===== config.mk =====
export PLATFORM = sky130hd
export DESIGN_NAME = radix2_divider_flat
export DESIGN_NICKNAME = d
export VERILOG_FILES = /design/src/rtl/radix2_divider_if.sv /design/src/rtl/radix2_divider.sv /design/src/flat_wrapper.sv
export SDC_FILE = /design/constraint.sdc
export NUM_CORES = 1
export LEC_CHECK = 0
export ABC_AREA = 1
export CAP_MARGIN = 20
export CORE_MARGIN = 2
export CORE_UTILIZATION = 40
export DETAILED_ROUTE_END_ITERATION = 16
export DONT_BUFFER_PORTS = 1
export PLACE_DENSITY = 0.53
export REMOVE_ABC_BUFFERS = 1
export SLEW_MARGIN = 25
export SYNTH_ARGS = -nofsm -noshare
export SYNTH_HDL_FRONTEND = slang
export SYNTH_SLANG_ARGS = --single-unit

===== constraint.sdc =====
create_clock -name clk -period 2.2 [get_ports clk]
set_input_delay 0.33 -clock clk [delete_from_list [all_inputs] [get_ports clk]]
set_output_delay 0.33 -clock clk [all_outputs]
set_load 0.02 [all_outputs]

===== src/rtl/radix2_divider_if.sv =====
// radix2_divider_if: start/done handshake, operand and result bundle for
// the signed 4-bit radix-2 divider.
//   start      requester -> divider  request, sampled only when the divider is ready
//   dividend   requester -> divider  signed 4-bit dividend, captured on accept
//   divisor    requester -> divider  signed 4-bit divisor, captured on accept
//   busy       divider -> requester  operation in progress
//   done       divider -> requester  one-cycle pulse, results valid
//   quotient   divider -> requester  signed quotient, truncated toward zero
//   remainder  divider -> requester  signed remainder, sign of dividend
//   dbz        divider -> requester  divide-by-zero flag of last operation
//   ovf        divider -> requester  overflow flag of last operation
interface radix2_divider_if;
  logic       start;
  logic [3:0] dividend;
  logic [3:0] divisor;
  logic       busy;
  logic       done;
  logic [3:0] quotient;
  logic [3:0] remainder;
  logic       dbz;
  logic       ovf;

  modport master (
    output start, dividend, divisor,
    input  busy, done, quotient, remainder, dbz, ovf
  );

  modport slave (
    input  start, dividend, divisor,
    output busy, done, quotient, remainder, dbz, ovf
  );
endinterface


===== src/rtl/radix2_divider.sv =====
// radix2_divider: sequential signed 4-bit divider. Operands are converted
// to magnitudes, divided by a 4-iteration restoring shift/subtract loop,
// then signs are reapplied. Fixed latency: done pulses 5 cycles after the
// accepting edge; back-to-back throughput is one operation per 6 cycles.
//   clk   rising-edge clock
//   rst   asynchronous reset, active-low
//   bus   radix2_divider_if slave: start/operands in, busy/done/results out
module radix2_divider (
  input  logic             clk,
  input  logic             rst,
  radix2_divider_if.slave  bus
);

  typedef enum logic [1:0] {IDLE, ITER, FIX, DONE} state_t;

  state_t     state_q, state_d;
  logic [4:0] a_q, a_d;          // partial remainder
  logic [3:0] q_q, q_d;          // quotient magnitude / shifted dividend
  logic [2:0] cnt_q, cnt_d;
  logic [3:0] dvd_q, dvd_d;      // raw captured dividend
  logic [3:0] dvs_q, dvs_d;      // raw captured divisor
  logic       sgnq_q, sgnq_d;
  logic       sgnr_q, sgnr_d;
  logic [3:0] quot_q, quot_d;
  logic [3:0] rem_q, rem_d;
  logic       dbz_q, dbz_d;
  logic       ovf_q, ovf_d;

  logic [3:0] dvs_mag;
  logic [4:0] a_sh;
  logic [4:0] trial;

  // 4-bit magnitude; |-8| = 8 fits as unsigned 4'b1000
  function automatic logic [3:0] mag4(input logic [3:0] v);
    return v[3] ? (~v + 4'd1) : v;
  endfunction

  always_comb begin
    state_d = state_q;
    a_d     = a_q;
    q_d     = q_q;
    cnt_d   = cnt_q;
    dvd_d   = dvd_q;
    dvs_d   = dvs_q;
    sgnq_d  = sgnq_q;
    sgnr_d  = sgnr_q;
    quot_d  = quot_q;
    rem_d   = rem_q;
    dbz_d   = dbz_q;
    ovf_d   = ovf_q;

    dvs_mag = mag4(dvs_q);
    a_sh    = {a_q[3:0], q_q[3]};
    // a_sh <= 15 and dvs_mag <= 8, so bit 4 is a valid sign bit
    trial   = a_sh - {1'b0, dvs_mag};

    unique case (state_q)
      // DONE accepts a new start just like IDLE so that a start sampled on
      // the edge leaving DONE is taken, giving one operation per 6 cycles.
      IDLE, DONE: begin
        state_d = IDLE;
        if (bus.start) begin
          dvd_d   = bus.dividend;
          dvs_d   = bus.divisor;
          sgnq_d  = bus.dividend[3] ^ bus.divisor[3];
          sgnr_d  = bus.dividend[3];
          a_d     = '0;
          q_d     = mag4(bus.dividend);
          cnt_d   = 3'd4;
          state_d = ITER;
        end
      end
      ITER: begin
        a_d   = trial[4] ? a_sh : trial;
        q_d   = {q_q[2:0], ~trial[4]};
        cnt_d = cnt_q - 3'd1;
        if (cnt_q == 3'd1) state_d = FIX;
      end
      FIX: begin
        if (dvs_q == 4'd0) begin
          quot_d = '0;
          rem_d  = dvd_q;
          dbz_d  = 1'b1;
          ovf_d  = 1'b0;
        end else begin
          quot_d = sgnq_q ? (~q_q + 4'd1) : q_q;
          rem_d  = sgnr_q ? (~a_q[3:0] + 4'd1) : a_q[3:0];
          dbz_d  = 1'b0;
          ovf_d  = (dvd_q == 4'b1000) && (dvs_q == 4'b1111);
        end
        state_d = DONE;
      end
      default: state_d = IDLE;
    endcase
  end

  always_ff @(posedge clk or negedge rst) begin
    if (!rst) begin
      state_q <= IDLE;
      a_q     <= '0;
      q_q     <= '0;
      cnt_q   <= '0;
      dvd_q   <= '0;
      dvs_q   <= '0;
      sgnq_q  <= 1'b0;
      sgnr_q  <= 1'b0;
      quot_q  <= '0;
      rem_q   <= '0;
      dbz_q   <= 1'b0;
      ovf_q   <= 1'b0;
    end else begin
      state_q <= state_d;
      a_q     <= a_d;
      q_q     <= q_d;
      cnt_q   <= cnt_d;
      dvd_q   <= dvd_d;
      dvs_q   <= dvs_d;
      sgnq_q  <= sgnq_d;
      sgnr_q  <= sgnr_d;
      quot_q  <= quot_d;
      rem_q   <= rem_d;
      dbz_q   <= dbz_d;
      ovf_q   <= ovf_d;
    end
  end

  assign bus.busy      = (state_q == ITER) || (state_q == FIX);
  assign bus.done      = (state_q == DONE);
  assign bus.quotient  = quot_q;
  assign bus.remainder = rem_q;
  assign bus.dbz       = dbz_q;
  assign bus.ovf       = ovf_q;

endmodule

===== src/flat_wrapper.sv =====
// flat-port wrapper written by rule: the top's interface ports become plain ports
module radix2_divider_flat 
  (clk, rst, bus_start, bus_dividend, bus_divisor, bus_busy, bus_done, bus_quotient, bus_remainder, bus_dbz, bus_ovf);
  radix2_divider_if bus_i ();
  input  logic clk;
  input  logic rst;
  input wire logic [$bits(bus_i.start)-1:0] bus_start;
  input wire logic [$bits(bus_i.dividend)-1:0] bus_dividend;
  input wire logic [$bits(bus_i.divisor)-1:0] bus_divisor;
  output wire logic [$bits(bus_i.busy)-1:0] bus_busy;
  output wire logic [$bits(bus_i.done)-1:0] bus_done;
  output wire logic [$bits(bus_i.quotient)-1:0] bus_quotient;
  output wire logic [$bits(bus_i.remainder)-1:0] bus_remainder;
  output wire logic [$bits(bus_i.dbz)-1:0] bus_dbz;
  output wire logic [$bits(bus_i.ovf)-1:0] bus_ovf;
  assign bus_i.start = bus_start;
  assign bus_i.dividend = bus_dividend;
  assign bus_i.divisor = bus_divisor;
  assign bus_busy = bus_i.busy;
  assign bus_done = bus_i.done;
  assign bus_quotient = bus_i.quotient;
  assign bus_remainder = bus_i.remainder;
  assign bus_dbz = bus_i.dbz;
  assign bus_ovf = bus_i.ovf;
  radix2_divider u_core (.clk(clk), .rst(rst), .bus(bus_i));
endmodule

# Word-level counts from Yosys, hierarchy flattened
# Index checks and enable logic that the tools add are counted.
classes:
  muxes: 18
  add_sub_neg: 6
  n_reduce_logical: 8
  n_eq_ne: 8
  bitwise: 6
ops:
  columns: ["op", "n"]
  rows:
  - ["$mux 4", 9]
  - ["$add 4x1->4 const B", 4]
  - ["$not 4->4", 4]
  - ["$pmux 4 s2", 2]
  - ["$eq 4x4->1 const B", 2]
  - ["$pmux 2 s3", 1]
  - ["$pmux 3 s2", 1]
  - ["$sub 5x4->5", 1]
  - ["$eq 2x2->1 const B", 2]
  - ["$logic_not 4->1", 1]
  - ["$reduce_and 2->1", 2]
  - ["$eq 3x1->1 const B", 1]
  - ["$mux 1", 3]
  - ["$mux 3", 1]
  - ["$sub 3x1->3 const B", 1]
  - ["$eq 2x1->1 const B", 1]
  - ["$logic_not 2->1", 1]
  - ["$mux 2", 1]
  - ["$ne 2x1->1 const B", 1]
  - ["$ne 2x2->1 const B", 1]
  - ["$reduce_bool 2->1", 1]
  - ["$reduce_or 2->1", 1]
  - ["$logic_and 1x1->1", 1]
  - ["$logic_or 1x1->1", 1]
  - ["other kinds (2)", 2]
word_totals:
  word_cells: 58
  input_bits: 11
  regBits: 33

# Depth between registers and ports, before layout
logic_depth:
  word_depth: 6
  depth_mapped: 13
  ltp_nobuf: 13

# Worst setup path before layout
# No wires, ideal clock.
synth_timing:
  path_type: "reg2reg"
  startpoint: "register u_core.dvs_q[0]"
  endpoint: "register u_core.q_q[0]"
  path_slack_ns: 0.231
  path_stages_with_launch: 11
  arrival_ns: 1.851
  n_path_buf: 0
  setup_time_ns: 0.118
  required_time_ns: 2.082
  cell_sequence: "dfrtp_1 inv_1 ha_1 o21ai_0 fa_1 nand2_1 nand2_1 nand3b_1 nand2_1 o21bai_1 inv_1"
synth_between:
  elab_chain_len: 6
synth_lines:
  columns: ["item", "line", "source"]
  rows:
  - ["from (decl)", "radix2_divider.sv:21", "logic [3:0] dvs_q, dvs_d;"]
  - ["from (signal assigned)", "radix2_divider.sv:117", "dvs_q <= dvs_d;"]
  - ["$not 4->4", "radix2_divider.sv:35", "return v[3] ? (~v + 4'd1) : v;"]
  - ["$add 4x1->4", "radix2_divider.sv:35", null]
  - ["$mux 4 *", "radix2_divider.sv:35", null]
  - ["$sub 5x4->5 *", "radix2_divider.sv:55", "trial = a_sh - {1'b0, dvs_mag};"]
  - ["$not 1->1 *", "radix2_divider.sv:75", "q_d = {q_q[2:0], ~trial[4]};"]
  - ["$pmux 4 s2 *", "radix2_divider.sv:57", "unique case (state_q)"]
  - ["to (signal assigned)", "radix2_divider.sv:114", "q_q <= q_d;"]
  - ["to (decl)", "radix2_divider.sv:18", "logic [3:0] q_q, q_d;"]
# Every way passes the cells marked *; elsewhere a longest branch is shown, timed or not.
# A chain may end at the register's enable or synchronous reset.

# Final worst setup path
layout_timing:
  startpoint: "register u_core.dvs_q[0]"
  endpoint: "register u_core.a_q[2]"
layout_between:
  elab_chain_len: 6
layout_lines:
  columns: ["item", "line", "source"]
  rows:
  - ["$not 4->4", "radix2_divider.sv:35", null]
  - ["$add 4x1->4", "radix2_divider.sv:35", null]
  - ["$mux 4 *", "radix2_divider.sv:35", null]
  - ["$sub 5x4->5 *", "radix2_divider.sv:55", null]
  - ["$mux 4 *", "radix2_divider.sv:74", "a_d = trial[4] ? a_sh : trial;"]
  - ["$pmux 4 s2 *", "radix2_divider.sv:57", null]
  - ["to (signal assigned)", "radix2_divider.sv:100", "a_q <= '0;"]
  - ["to (signal assigned)", "radix2_divider.sv:113", "a_q <= a_d;"]
  - ["to (decl)", "radix2_divider.sv:17", "logic [4:0] a_q, a_d;"]
# Marked as above.

==> results.md <==
- Final weighted congestion of routability-driven global placement: 0.863
- Most frequent cell on the critical path: sky130_fd_sc_hd__nand2_1
- Layout cells sized above 1: 8.12%
- Worst Path Max Fanout: 5
- Setup slack of the most critical reg-to-reg path: 200 ps
- Post-route antenna net violation count: 0
- Number of iterations in the first detailed-routing pass: 4
- Relative slew slack: 79.2%
- Post-DR vias/cell: 5.07
- Unrepaired setup endpoints after global routing: no
- Unique cell type count in the Yosys netlist: 28
- Post-Route WL: 4.07 mm
- Maximum clock rate: 500 MHz
- Number of antenna violations at the first check in global routing: 0
- TritonCTS clock tree: yes
- Portion of the clock cycle consumed by the worst path in the final layout: 90.8%
- Number of I/O pins: 23
- Sequential fraction of the synthesis area: 44.0%
- Top library cells by usage in the layout, fill and taps aside: sky130_fd_sc_hd__nand2_1 (61), sky130_fd_sc_hd__inv_1 (32), sky130_fd_sc_hd__dfrtp_1 (32)
- Most common cell after layout, fill and taps aside: sky130_fd_sc_hd__nand2_1
- Worst hold slack across all endpoints: 161 ps
- Fraction of power consumed by combinational cells: 53.1%
- CP peak stage delay: 370 ps
- Buffer and inverter count on the worst path: 1
- Crit path required time: 2380 ps
- Clock period minus worst slack: 2000 ps
- Type of the worst min-delay path: in2reg
- Global-route wire length before repair: 6.93 mm
- Maximum level of the CTS H-tree: 2
- GRT Residual Overflow: 0
- XOR/XNOR Fraction of Synth Area: 1.44%
- Net switching power: 1.71 mW
- CP endpoint kind: flop
- Run status: completed
- Clock network latency to the later pin of the worst-skew pair: 290 ps
- Switching part of the total power: 47.9%
- Post-CTS setup buffer count: 0
- Final slew viol count: 0
- Category of the critical setup timing path: reg2reg
- # rows: 24
- # DRC: 0
- Critical path, cell by cell: inv_1 > ha_1 > nand2_1 > o21ai_0 > ha_1 > nand2_1 > nand2_1 > nand3b_1 > nand2_2 > nand2_1 > nand3_1 > nand2_1
- Half-perimeter wire length after placement: 3.09 mm
- Slowest CP cell: sky130_fd_sc_hd__dfrtp_1
- Initial Util: 41.8%
- Maximum ir drop on the vdd rail: 0.000835 V
- Synthesized cell area: 1820 um2
- DRC violation total after the first TritonRoute iteration: 84
- Post-synthesis area per instance: 8.19 um2
- Fraction of power consumed by the clock network: 15.5%
- Die footprint: 5100 um2
- Summed negative setup slack over all endpoints: 0 ps
- CTS max path bufs: 2
- Clock slew at the register clock pins of the worst setup and hold paths: 70 ps
- Clock net sink count: 32
- Simple-gate share of the synthesized area: 23.9%
- Total core area: 4350 um2
- Internal cell power: 1.86 mW
- Transition time at the pin with the least slew margin: 313 ps
- Cts bufs inserted: 5
- Combinational family with the most area after synthesis: simple AND/OR/NAND/NOR gates
- Element type at the critical path start: flop
- Part of the power in registers: 31.4%
- Pwr dens: 1750 nW/um2
- Clock skew: 6.42 ps
- Die height: 71.4 um
- Fraction of the mapped netlist area in compound gates: 12.0%
- Total via count after detailed routing: 1449
- Number of global-route vias before repair: 1452
- Max-cap violations: 0
- Flip-flop and latch count after synthesis: 32
- CTS root buffer: sky130_fd_sc_hd__clkbuf_8
- Aggregate global-route resource usage: 17.8%
- Static power due to leakage: 1.06 nW
- Pin count of the biggest net entering global routing: 33
- Final setup viols: 0
- CP delay by family, top: simple AND/OR/NAND/NOR gates
- Signal arrival time at the worst endpoint: 2180 ps
- # port buffers: 0
- Adder-cell share of the synthesized area: 10.7%
- Number of warnings reported in the yosys synthesis log: 0
- Number of nets in the layout: 259
- Final routed wire length divided by cell count: 14.2 um
- # diodes: 0
- Area growth from synthesis to final layout: 12.2%
- Number of failing hold endpoints at the final stage: 0
- Fraction of synthesized area in multiplexers: 0%
- Chip width: 71.4 um
- Post-Syn Instances: 222
state kept, by name, summed over array words and instances (netlist names):
signal and flops:
u_core.a_q 4, u_core.bus.quotient 4, u_core.bus.remainder 4, u_core.dvs_q 4, u_core.q_q 4, u_core.cnt_q 3
u_core.dvd_q 3, u_core.state_q 2, u_core.bus.dbz 1, u_core.bus.ovf 1, u_core.sgnq_q 1, u_core.sgnr_q 1
kinds of logic after synthesis:
logic type	after synthesis
simple gates	100
compound gates	36
buf+inv	36
flops	32
fa+ha+maj	15
xor+xnor	3
repair_timing:
action,CTS,global route
gates resized for setup,0,4
hold buffers,2,0
hold endpoints to repair,32,0
endpoints found under the setup margin,0,5
metal layers:
layer / GRT usage, % / part of all wire (%) / up-vias / routed length [um]
met5: 0 / 0 / - / 0
met4: 6.92 / 1.7 / 0 / 68
met3: 4.36 / 3.8 / 7 / 153
met2: 27.7 / 45 / 27 / 1820
met1: 24.0 / 50 / 669 / 2030
li1: - / - / 746 / -
worst register-to-register path: cells and delay by family, from the launching register on:
family          cells  cell delay, ps
buf+inv             1              80
compound gates      1             100
simple gates        8             760
flops               1             370
fa+ha+maj           2             590
through the flow:
| step | cell area, um2 | instances | setup slack [ps] | total power, mW | util [%] |
|---|---|---|---|---|---|
| after floorplan | 1810 | 221 | 231 | 2.52 | - |
| after global placement | 1900 | 276 | 96.5 | 2.96 | 43.5 |
| after detailed placement | 1900 | 276 | 22.4 | 2.98 | 43.5 |
| after CTS | 2030 | 286 | 12.6 | 3.56 | 46.7 |
| after global routing | 2040 | 286 | 12.1 | 3.96 | 46.9 |
| final | 2040 | 286 | 202 | 3.57 | 46.9 |
synthesized netlist by cell type, drive strengths merged:
library cell / number / area (um2)
nand4: 5 / 31.3
nand2: 64 / 255
o22ai: 1 / 6.26
a21oi: 4 / 20.0
nor2: 10 / 37.5
o21bai: 1 / 7.51
fa: 1 / 20.0
inv: 33 / 124
a22o: 1 / 8.76
nand3b: 1 / 7.51
o21ai: 22 / 121
or2: 1 / 6.26
buf: 1 / 11.3
nor4: 1 / 6.26
o221ai: 3 / 26.3
nand3: 18 / 90.1
ha: 14 / 175
o211ai: 2 / 15.0
xor2: 2 / 17.5
a211oi: 1 / 7.51
xnor2: 1 / 8.76
clkinv: 2 / 8.75
a31oi: 1 / 6.26
dfrtp: 32 / 801
cell type report:
| type | count | area [um2] |
|---|---|---|
| Fill cell | 457 | 2310 |
| Multi-Input combinational cell | 154 | 883 |
| Sequential cell | 32 | 801 |
| Inverter | 35 | 133 |
| Clock buffer | 6 | 72.6 |
| Tap cell | 52 | 65.1 |
| Timing Repair Buffer | 5 | 52.6 |
| Clock inverter | 2 | 35.0 |
path summary, 6_finish.rpt:
path	start	endpoint	cells after the start
max in group asynchronous	rst	u_core.sgnq_q	2
min	bus_divisor[1]	u_core.dvs_q[1]	2
max	u_core.dvs_q[0]	u_core.a_q[2]	12
max reg2reg	u_core.dvs_q[0]	u_core.a_q[2]	12
min reg2reg	u_core.cnt_q[2]	u_core.cnt_q[2]	2
min in group asynchronous	rst	u_core.a_q[2]	2
power by group through the flow:
stage	Sequential, mW	Combinational [mW]	Clock [mW]
2_1_floorplan	1.07	1.45	0
3_3_place_gp	1.13	1.83	0
3_5_place_dp	1.13	1.85	0
4_1_cts	1.12	1.87	0.566
5_1_grt	1.16	2.21	0.591
6_report	1.12	1.90	0.552
No activity file was read; power rests on OpenSTA's default activity.
